## config.mk

```make
export PLATFORM = sky130hd
export DESIGN_NAME = gf_sbox_engine
export DESIGN_NICKNAME = d
export VERILOG_FILES = /design/src/rtl/gf_sbox_engine.sv
export SDC_FILE = /design/constraint.sdc
export NUM_CORES = 1
export LEC_CHECK = 0
export CORE_AREA = 2 2 80 82
export CTS_CLUSTER_SIZE = 28
export DETAILED_ROUTE_END_ITERATION = 10
export DIE_AREA = 0 0 82 84
export GPL_ROUTABILITY_DRIVEN = 0
export HOLD_SLACK_MARGIN = 0.12
export PLACE_DENSITY_LB_ADDON = 0.3
export RECOVER_POWER = 25
export SLEW_MARGIN = 0
export SYNTH_ARGS = -nofsm -noshare
export SYNTH_HDL_FRONTEND = slang
export SYNTH_SLANG_ARGS = --single-unit
export TNS_END_PERCENT = 50
```

## constraint.sdc

```tcl
create_clock -name clk -period 3.3 [get_ports clk]
set_input_delay 0.495 -clock clk [delete_from_list [all_inputs] [get_ports clk]]
set_output_delay 0.495 -clock clk [all_outputs]
set_load 0.02 [all_outputs]
```

## src/rtl/gf_sbox_engine.sv

```systemverilog
// GF(2^m) multiplicative-inverse engine with optional AES forward/inverse S-box affine stages.
// Inverse is a^(2^m-2), computed by square-and-multiply over m clock cycles.
module gf_sbox_engine #(
  parameter int unsigned    WIDTH = 8,
  parameter logic [WIDTH:0] POLY  = 9'h11B
) (
  input  logic             clk,
  input  logic             rst_n,
  input  logic             in_valid,
  output logic             in_ready,
  input  logic [WIDTH-1:0] in_data,
  input  logic [1:0]       in_mode,
  output logic             out_valid,
  input  logic             out_ready,
  output logic [WIDTH-1:0] out_data,
  output logic             busy
);

  localparam int unsigned     CntW     = $clog2(WIDTH);
  localparam logic [CntW-1:0] LastStep = CntW'(WIDTH - 1);
  localparam logic [WIDTH-1:0] One     = {{(WIDTH-1){1'b0}}, 1'b1};

  typedef enum logic [1:0] {StIdle, StCalc, StDone} state_e;

  state_e           state_q, state_d;
  logic [CntW-1:0]  cnt_q, cnt_d;
  logic [WIDTH-1:0] r_q, r_d;
  logic [WIDTH-1:0] a_q, a_d;
  logic [1:0]       mode_q, mode_d;
  logic [WIDTH-1:0] out_data_q, out_data_d;
  logic             out_valid_q, out_valid_d;

  logic             accept;
  logic [WIDTH-1:0] r_sq;
  logic [WIDTH-1:0] cap_operand;
  logic [WIDTH-1:0] fin_result;

  // Carry-less product followed by full reduction modulo POLY.
  function automatic logic [WIDTH-1:0] gf_mul(input logic [WIDTH-1:0] x,
                                              input logic [WIDTH-1:0] y);
    logic [2*WIDTH-2:0] p;
    p = '0;
    for (int i = 0; i < int'(WIDTH); i++) begin
      if (y[i]) p = p ^ ({{(WIDTH-1){1'b0}}, x} << i);
    end
    for (int i = int'(2*WIDTH-2); i >= int'(WIDTH); i--) begin
      if (p[i]) p = p ^ ({{(WIDTH-2){1'b0}}, POLY} << (i - int'(WIDTH)));
    end
    return p[WIDTH-1:0];
  endfunction

  // AES affine: x ^ rotl1 ^ rotl2 ^ rotl3 ^ rotl4 ^ 0x63.
  function automatic logic [7:0] fwd_affine(input logic [7:0] x);
    return x ^ {x[6:0], x[7]} ^ {x[5:0], x[7:6]} ^ {x[4:0], x[7:5]} ^ {x[3:0], x[7:4]} ^ 8'h63;
  endfunction

  // Inverse AES affine: rotl1 ^ rotl3 ^ rotl6 ^ 0x05.
  function automatic logic [7:0] inv_affine(input logic [7:0] x);
    return {x[6:0], x[7]} ^ {x[4:0], x[7:5]} ^ {x[1:0], x[7:2]} ^ 8'h05;
  endfunction

  // Affine stages exist only for the AES field; other widths always do a raw inverse.
  if (WIDTH == 8) begin : g_affine
    assign cap_operand = (in_mode == 2'b10) ? inv_affine(in_data) : in_data;
    assign fin_result  = (mode_q == 2'b01) ? fwd_affine(r_sq) : r_sq;
  end else begin : g_raw
    assign cap_operand = in_data;
    assign fin_result  = r_sq;
  end

  assign r_sq      = gf_mul(r_q, r_q);
  // Gated by rst_n so no operand is taken while reset is held.
  assign in_ready  = rst_n && ((state_q == StIdle) || ((state_q == StDone) && out_ready));
  assign accept    = in_valid && in_ready;
  assign busy      = (state_q == StCalc);
  assign out_valid = out_valid_q;
  assign out_data  = out_data_q;

  // Next-state logic: capture, square-and-multiply steps, result hand-off.
  always_comb begin
    state_d     = state_q;
    cnt_d       = cnt_q;
    r_d         = r_q;
    a_d         = a_q;
    mode_d      = mode_q;
    out_data_d  = out_data_q;
    out_valid_d = out_valid_q;
    unique case (state_q)
      StIdle: begin
        if (accept) begin
          a_d     = cap_operand;
          mode_d  = in_mode;
          r_d     = One;
          cnt_d   = '0;
          state_d = StCalc;
        end
      end
      StCalc: begin
        if (cnt_q == LastStep) begin
          out_data_d  = fin_result;
          out_valid_d = 1'b1;
          state_d     = StDone;
        end else begin
          r_d   = gf_mul(r_sq, a_q);
          cnt_d = cnt_q + CntW'(1);
        end
      end
      StDone: begin
        if (out_ready) begin
          out_valid_d = 1'b0;
          state_d     = StIdle;
          if (accept) begin
            a_d     = cap_operand;
            mode_d  = in_mode;
            r_d     = One;
            cnt_d   = '0;
            state_d = StCalc;
          end
        end
      end
      default: state_d = StIdle;
    endcase
  end

  // State registers with asynchronous active-low reset.
  always_ff @(posedge clk or negedge rst_n) begin
    if (!rst_n) begin
      state_q     <= StIdle;
      cnt_q       <= '0;
      r_q         <= One;
      a_q         <= '0;
      mode_q      <= 2'b00;
      out_data_q  <= '0;
      out_valid_q <= 1'b0;
    end else begin
      state_q     <= state_d;
      cnt_q       <= cnt_d;
      r_q         <= r_d;
      a_q         <= a_d;
      mode_q      <= mode_d;
      out_data_q  <= out_data_d;
      out_valid_q <= out_valid_d;
    end
  end

endmodule
```

# [Word-level counts from Yosys, hierarchy flattened]
# Cells that the tools add are included.
[totals] register_bits=32 input_bits=14 out_inout_bits=11 elab_cells=148
[op_classes] n_addsub=1 n_eq_ne=9 mux=82 n_bitwise=36 reduce_logical=13
[ops] op="15-bit two-way mux" count=30
[ops] op="8-bit two-way mux" count=11
[ops] op="4-bit inverter" count=15
[ops] op="8-bit XOR" count=6
[ops] op="11-bit two-way mux" count=4
[ops] op="10-bit two-way mux" count=4
[ops] op="9-bit two-way mux" count=4
[ops] op="15-bit by 10-bit XOR with 15-bit output" count=2
[ops] op="15-bit by 11-bit XOR with 15-bit output" count=2
[ops] op="15-bit by 12-bit XOR with 15-bit output" count=2
[ops] op="15-bit by 13-bit XOR with 15-bit output" count=2
[ops] op="15-bit by 14-bit XOR with 15-bit output" count=2
[ops] op="15-bit XOR" count=2
[ops] op="15-bit by 9-bit XOR with 15-bit output" count=2
[ops] op="14-bit two-way mux" count=2
[ops] op="13-bit two-way mux" count=2
[ops] op="12-bit two-way mux" count=2
[ops] op="8-bit one-hot mux with 3 select lines" count=1
[ops] op="8-bit one-hot mux with 2 select lines" count=1
[ops] op="7-bit two-way mux" count=2
[ops] op="6-bit two-way mux" count=2
[ops] op="2-bit two-way mux" count=5
[ops] op="5-bit two-way mux" count=2
[ops] op="3-bit two-way mux" count=3
[ops] op="other kinds (19)" count=31

# [Depth between registers and ports, before layout]
[depth] word_depth=88 mapped_depth=11 depth_no_buf=8

# [Worst setup path after synthesis]
# Ideal clock, no wire load.
[synth_path] kind="reg2reg" start="register r_q[7]" end="register r_q[5]" setup_time_ns=0.121 arrival_ns=2.640 t_required_ns=3.179 setup_slack_ns=0.539 stages_incl_launch_ff=10 n_path_buf=1 synth_period_minus_slack_ns=2.761 path_cell_list="dfrtp_1 -> buf_6 -> xor2_1 -> mux2_1 -> a22o_4 -> xnor3_2 -> xnor2_4 -> xor2_2 -> xnor3_1 -> a22o_1"
[synth_between] elab_chain_cells=72 word_cells_on_any_way=85 classes_between="mux (59); bitwise (26)"
[synth_lines] item="from (decl)" line="27" text="logic [WIDTH-1:0] r_q, r_d;"
[synth_lines] item="from (signal assigned)" line="130" text="r_q <= One;"
[synth_lines] item="from (signal assigned)" line="138" text="r_q <= r_d;"
[synth_lines] item="15-bit by 10-bit XOR with 15-bit output / 15-bit by 9-bit XOR with 15-bit output (equally long branches)" line="44" text="if (y[i]) p = p ^ ({{(WIDTH-1){1'b0}}, x} << i);"
[synth_lines] item="15-bit two-way mux" line="44"
[synth_lines] item="15-bit by 11-bit XOR with 15-bit output / 15-bit by 10-bit XOR with 15-bit output (equally long branches)" line="44"
[synth_lines] item="15-bit two-way mux" line="44"
[synth_lines] item="15-bit by 12-bit XOR with 15-bit output / 15-bit by 11-bit XOR with 15-bit output (equally long branches)" line="44"
[synth_lines] item="15-bit two-way mux" line="44"
[synth_lines] item="15-bit by 13-bit XOR with 15-bit output / 15-bit by 12-bit XOR with 15-bit output (equally long branches)" line="44"
[synth_lines] item="15-bit two-way mux" line="44"
[synth_lines] item="[... 56 more ...]"
[synth_lines] item="10-bit two-way mux *" line="99" text="if (cnt_q == LastStep) begin"
[synth_lines] item="10-bit two-way mux *" line="88" text="unique case (state_q)"
[synth_lines] item="4-bit inverter (no source line)"
[synth_lines] item="6-bit two-way mux *" line="47" text="if (p[i]) p = p ^ ({{(WIDTH-2){1'b0}}, POLY} << (i - int'(WIDTH)));"
[synth_lines] item="9-bit two-way mux *" line="99"
[synth_lines] item="9-bit two-way mux *" line="88"
[synth_lines] item="8-bit two-way mux *" line="99"
[synth_lines] item="8-bit one-hot mux with 3 select lines *" line="88"
# Every way passes the cells marked *; elsewhere a longest branch is shown, timed or not. The select of a mux whose other input is x is not followed.
# A chain may end at the register's enable or synchronous reset.

# [Worst setup path after layout]
[layout_path] start="register r_q[6]" end="register r_q[5]"
[layout_between] elab_chain_cells=70 word_cells_on_any_way=85 classes_between="mux (59); bitwise (26)"
[layout_lines] item="15-bit by 11-bit XOR with 15-bit output / 15-bit by 10-bit XOR with 15-bit output (equally long branches)" line="44"
[layout_lines] item="15-bit two-way mux" line="44"
[layout_lines] item="15-bit by 12-bit XOR with 15-bit output / 15-bit by 11-bit XOR with 15-bit output (equally long branches)" line="44"
[layout_lines] item="15-bit two-way mux" line="44"
[layout_lines] item="15-bit by 13-bit XOR with 15-bit output / 15-bit by 12-bit XOR with 15-bit output (equally long branches)" line="44"
[layout_lines] item="15-bit two-way mux" line="44"
[layout_lines] item="15-bit by 14-bit XOR with 15-bit output / 15-bit by 13-bit XOR with 15-bit output (equally long branches)" line="44"
[layout_lines] item="15-bit two-way mux" line="44"
[layout_lines] item="[... 54 more ...]"
[layout_lines] item="10-bit two-way mux *" line="99"
[layout_lines] item="10-bit two-way mux *" line="88"
[layout_lines] item="4-bit inverter (no source line)"
[layout_lines] item="6-bit two-way mux *" line="47"
[layout_lines] item="9-bit two-way mux *" line="99"
[layout_lines] item="9-bit two-way mux *" line="88"
[layout_lines] item="8-bit two-way mux *" line="99"
[layout_lines] item="8-bit one-hot mux with 3 select lines *" line="88"
# Marked as above.

==> summary.txt <==
Critical path
  – CP delay by family, top: XOR/XNOR gates
  – FF-to-FF End: r_q[5]$_DFFE_PN0P_
  – Worst setup path endpoint: r_q[5]$_DFFE_PN0P_
  – R2R Setup Slk: 0.39 ns
  – CP endpoint kind: flip-flop
  – Slowest CP cell: dfrtp_1
  – Setup crit start kind: flip-flop
  – R2R Path Start: r_q[6]$_DFFE_PN0P_
  – CP peak stage delay: around 0.45 ns
  – Crit-path cells: xor2_1 > mux2_1 > a22o_4 > xnor3_2 > xnor2_4 > xor2_2 > xnor3_1 > a22o_1
  – Crit path depth: 8
  – Critical path peak fanout: 6
  – Critical path required time: 3.48 ns
  – WS Path Type: flip-flop to flip-flop
  – CP Data Arrival Time: 3.09 ns
  – CP bufs+invs: 0
  – Crit. Startpoint: r_q[6]$_DFFE_PN0P_
  – R2R depth: 8

Clock tree
  – Post-CTS sizing: 0
  – CTS Buf Count: 5
  – Buffer levels on the longest clock path: 2
  – Clock-pin slew on the worst setup and hold paths: roughly 0.080 ns
  – Clock tree from TritonCTS: yes
  – Post-CTS Hold Buffers: 0
  – Clk_lat worst skew: 0.29 ns
  – CTS Sinks: 32
  – Post-CTS Setup Inserts: 0
  – CTS root buffer: clkbuf_8
  – Max H-tree Level: 2

Floorplanning
  – DIE AREA: ~0.007 sq mm
  – Cell row count: 29
  – Die height: 84 um
  – Die X: 82 um
  – Initial Util: a little over half
  – Core area: 0.00610 sq mm
  – Ports: 25

Logic synthesis
  – Synthesized-area fraction occupied by adder cells: 0.768%
  – Synth Instances: a little under 400
  – Async S/R FF share, synth: 100%
  – Area leader, netlist: dfrtp_1
  – Synth Area in Simple Gates: 16.9%
  – Sequential share of the synthesized area: 24.6%
  – Synth Area in XOR/XNOR: 30.8%
  – Cell variety after synth: 53
  – Mux cell area share after synthesis: 2.38%
  – Top-count cell post-synth: nand2_1
  – Cell area after technology mapping: 0.00326 sq mm
  – Post-synth top area share: 23.8%
  – EDFF count, synth: 0
  – Largest family of logic cells by synthesized area: XOR/XNOR gates
  – Top post-synthesis cells by area: dfrtp_1 24%, xnor2_1 16%, nand2_1 7.0%, xor2_1 6.2%, a21oi_1 4.5%
  – Flops & latches, synth: 32
  – Syn avg cell area: 8.29 sq um
  – Synth Area in Compound Gates: 18.2%
  – Post-synth top cells: 61 x nand2_1, 59 x xnor2_1, 31 x dfrtp_1, 29 x a21oi_1, 27 x nor2_1
  – Mapped Nets: between 400 and 500
  – Ys flop type: dfrtp_1
  – Synth warn: 0

Finish
  – Sequential Area: approximately 800 sq um
  – Share of cells above drive strength 1: roughly 11%
  – Area of the multi-input gates: about 0.0023 sq mm
  – Nets: around 420
  – Fill cell count: around 540
  – Area grow syn2layout: 11.8%
  – ANT cells: 0

Min path
  – Hold_sp: cnt_q[0]$_DFFE_PN0P_
  – Hold Crit Class: flip-flop to flip-flop

GRT
  – Largest net degree at the start of global routing: 33
  – First-pass GRT wire length: around 13000 um
  – Global Route Usage Sum: 23.5%
  – Grt total ovfl: 0
  – Number of global-route vias before repair: 2529
  – Initial antenna violation count: 0

Place
  – Pre-CTS WS: 0.426 ns
  – Hpwl dp: 5680 um
  – Port bufs: 24

STA
  – Setup_tns: 0 ns
  – Fmax: 344 MHz
  – Max_slew headroom: -15.2%
  – Clock Skews: 0.0100 ns
  – Actual slew at the worst max-slew pin: 1.73 ns
  – Setup violators final: 0
  – Setup WS post-layout: 0.390 ns
  – Fin crit period: 2.91 ns
  – Final Hold Fails: 0
  – RSZ-0062 raised after global routing: no
  – Period utilization: 88.2%
  – Hold Slack: 0.478 ns
  – Max-slew violation count: 33

Drt
  – Routed length per instance: 15.7 um
  – Number of vias per cell: 5.67
  – Post-route DRC violation count: 0
  – Iter 0 DRT Violations: approximately 190
  – Post-route ant nets: 0
  – Vias: 2750
  – Drt total wl: 7600 um
  – Drt pass-1 iters: 5

Status
  – Failing checks: max-capacitance violations, max-slew violations
  – Outcome: complete, but fails checks

Job
  – Max cap viols: 1
[cell type report]
type                            instances  share of cell area, %
Inverter                                8                  0.824
Sequential cell                        32                   22.0
Tap cell                               77                   2.64
Timing Repair Buffer                   42                   10.2
Multi-Input combinational cell        318                   61.8
Clock inverter                          3                  0.652
Clock buffer                            5                   1.89
[sequential cells by signal, indices dropped and copies added (netlist names)]
| register | count |
|---|---|
| out_valid | 1 |
| cnt_q | 3 |
| r_q | 8 |
| a_q | 8 |
| out_data | 8 |
| mode_q | 2 |
| state_q | 2 |
[worst reg2reg max path, delay by kind of cell (launching register included)]
kind | cells | cell delay [ns]
flops | 1 | 0.45
xor+xnor | 5 | 1.52
compound gates | 2 | 0.46
mux | 1 | 0.36
[logic make-up after synthesis]
kind of cell	after synthesis
flip-flops	32
adder cells (fa/ha/maj)	2
buffers and inverters	43
AND/OR/NAND/NOR	123
AO/OA/AOI/OAI	90
multiplexers	7
XOR/XNOR	96
[worst min path at each step]
| stage | depth (start not counted) | end | slack (ns) |
|---|---|---|---|
| 2_1_floorplan | 0 | a_q[0]$_DFFE_PN0P_ | 0.20 |
| 3_3_place_gp | 2 | out_data[5]$_DFFE_PN0P_ | 0.46 |
| 3_5_place_dp | 1 | cnt_q[0]$_DFFE_PN0P_ | 0.47 |
| 4_1_cts | 1 | cnt_q[0]$_DFFE_PN0P_ | 0.48 |
| 5_1_grt | 1 | cnt_q[0]$_DFFE_PN0P_ | 0.51 |
| 6_report | 1 | cnt_q[0]$_DFFE_PN0P_ | 0.48 |
[layer usage]
metal  up-vias  global-route usage, %  wire (um)
li1       1345                      -          -
met1      1323                   32.6       3370
met2        73                   37.0       3760
met3         9                   4.87        365
met4         0                   6.06        109
met5         -                      0          0
[layout by cell type (no fill, tap or decap), types with 3 or more instances in the layout]
cell / count
clkdlybuf4s50_1: 23
a211oi_1: 3
xnor2_1: 59
xnor3_1: 4
xor2_1: 23
o21ai_0: 22
xor2_2: 3
buf_4: 17
a22o_1: 11
dfrtp_1: 31
inv_1: 7
xnor2_2: 3
o22ai_1: 4
a21oi_1: 29
mux2_2: 4
clkbuf_8: 5
nand2b_1: 12
o221ai_1: 5
nand2_1: 61
nor2_1: 27
nor2b_1: 5
nand3_1: 9
[stage by stage]
| stage | cell area, sq um | utilization, % | instances |
|---|---|---|---|
| 5_1_grt | 3640 | 59.8 | 485 |
| 2_1_floorplan | 3260 | - | 393 |
| 3_3_place_gp | 3550 | 58.3 | 477 |
| 6_report | 3640 | 59.8 | 485 |
| 3_5_place_dp | 3550 | 58.3 | 477 |
| 4_1_cts | 3650 | 59.8 | 485 |
Power is left out: the tool's default activity adds up to more than one toggle a clock period on the data nets, which glitch-free logic cannot reach.
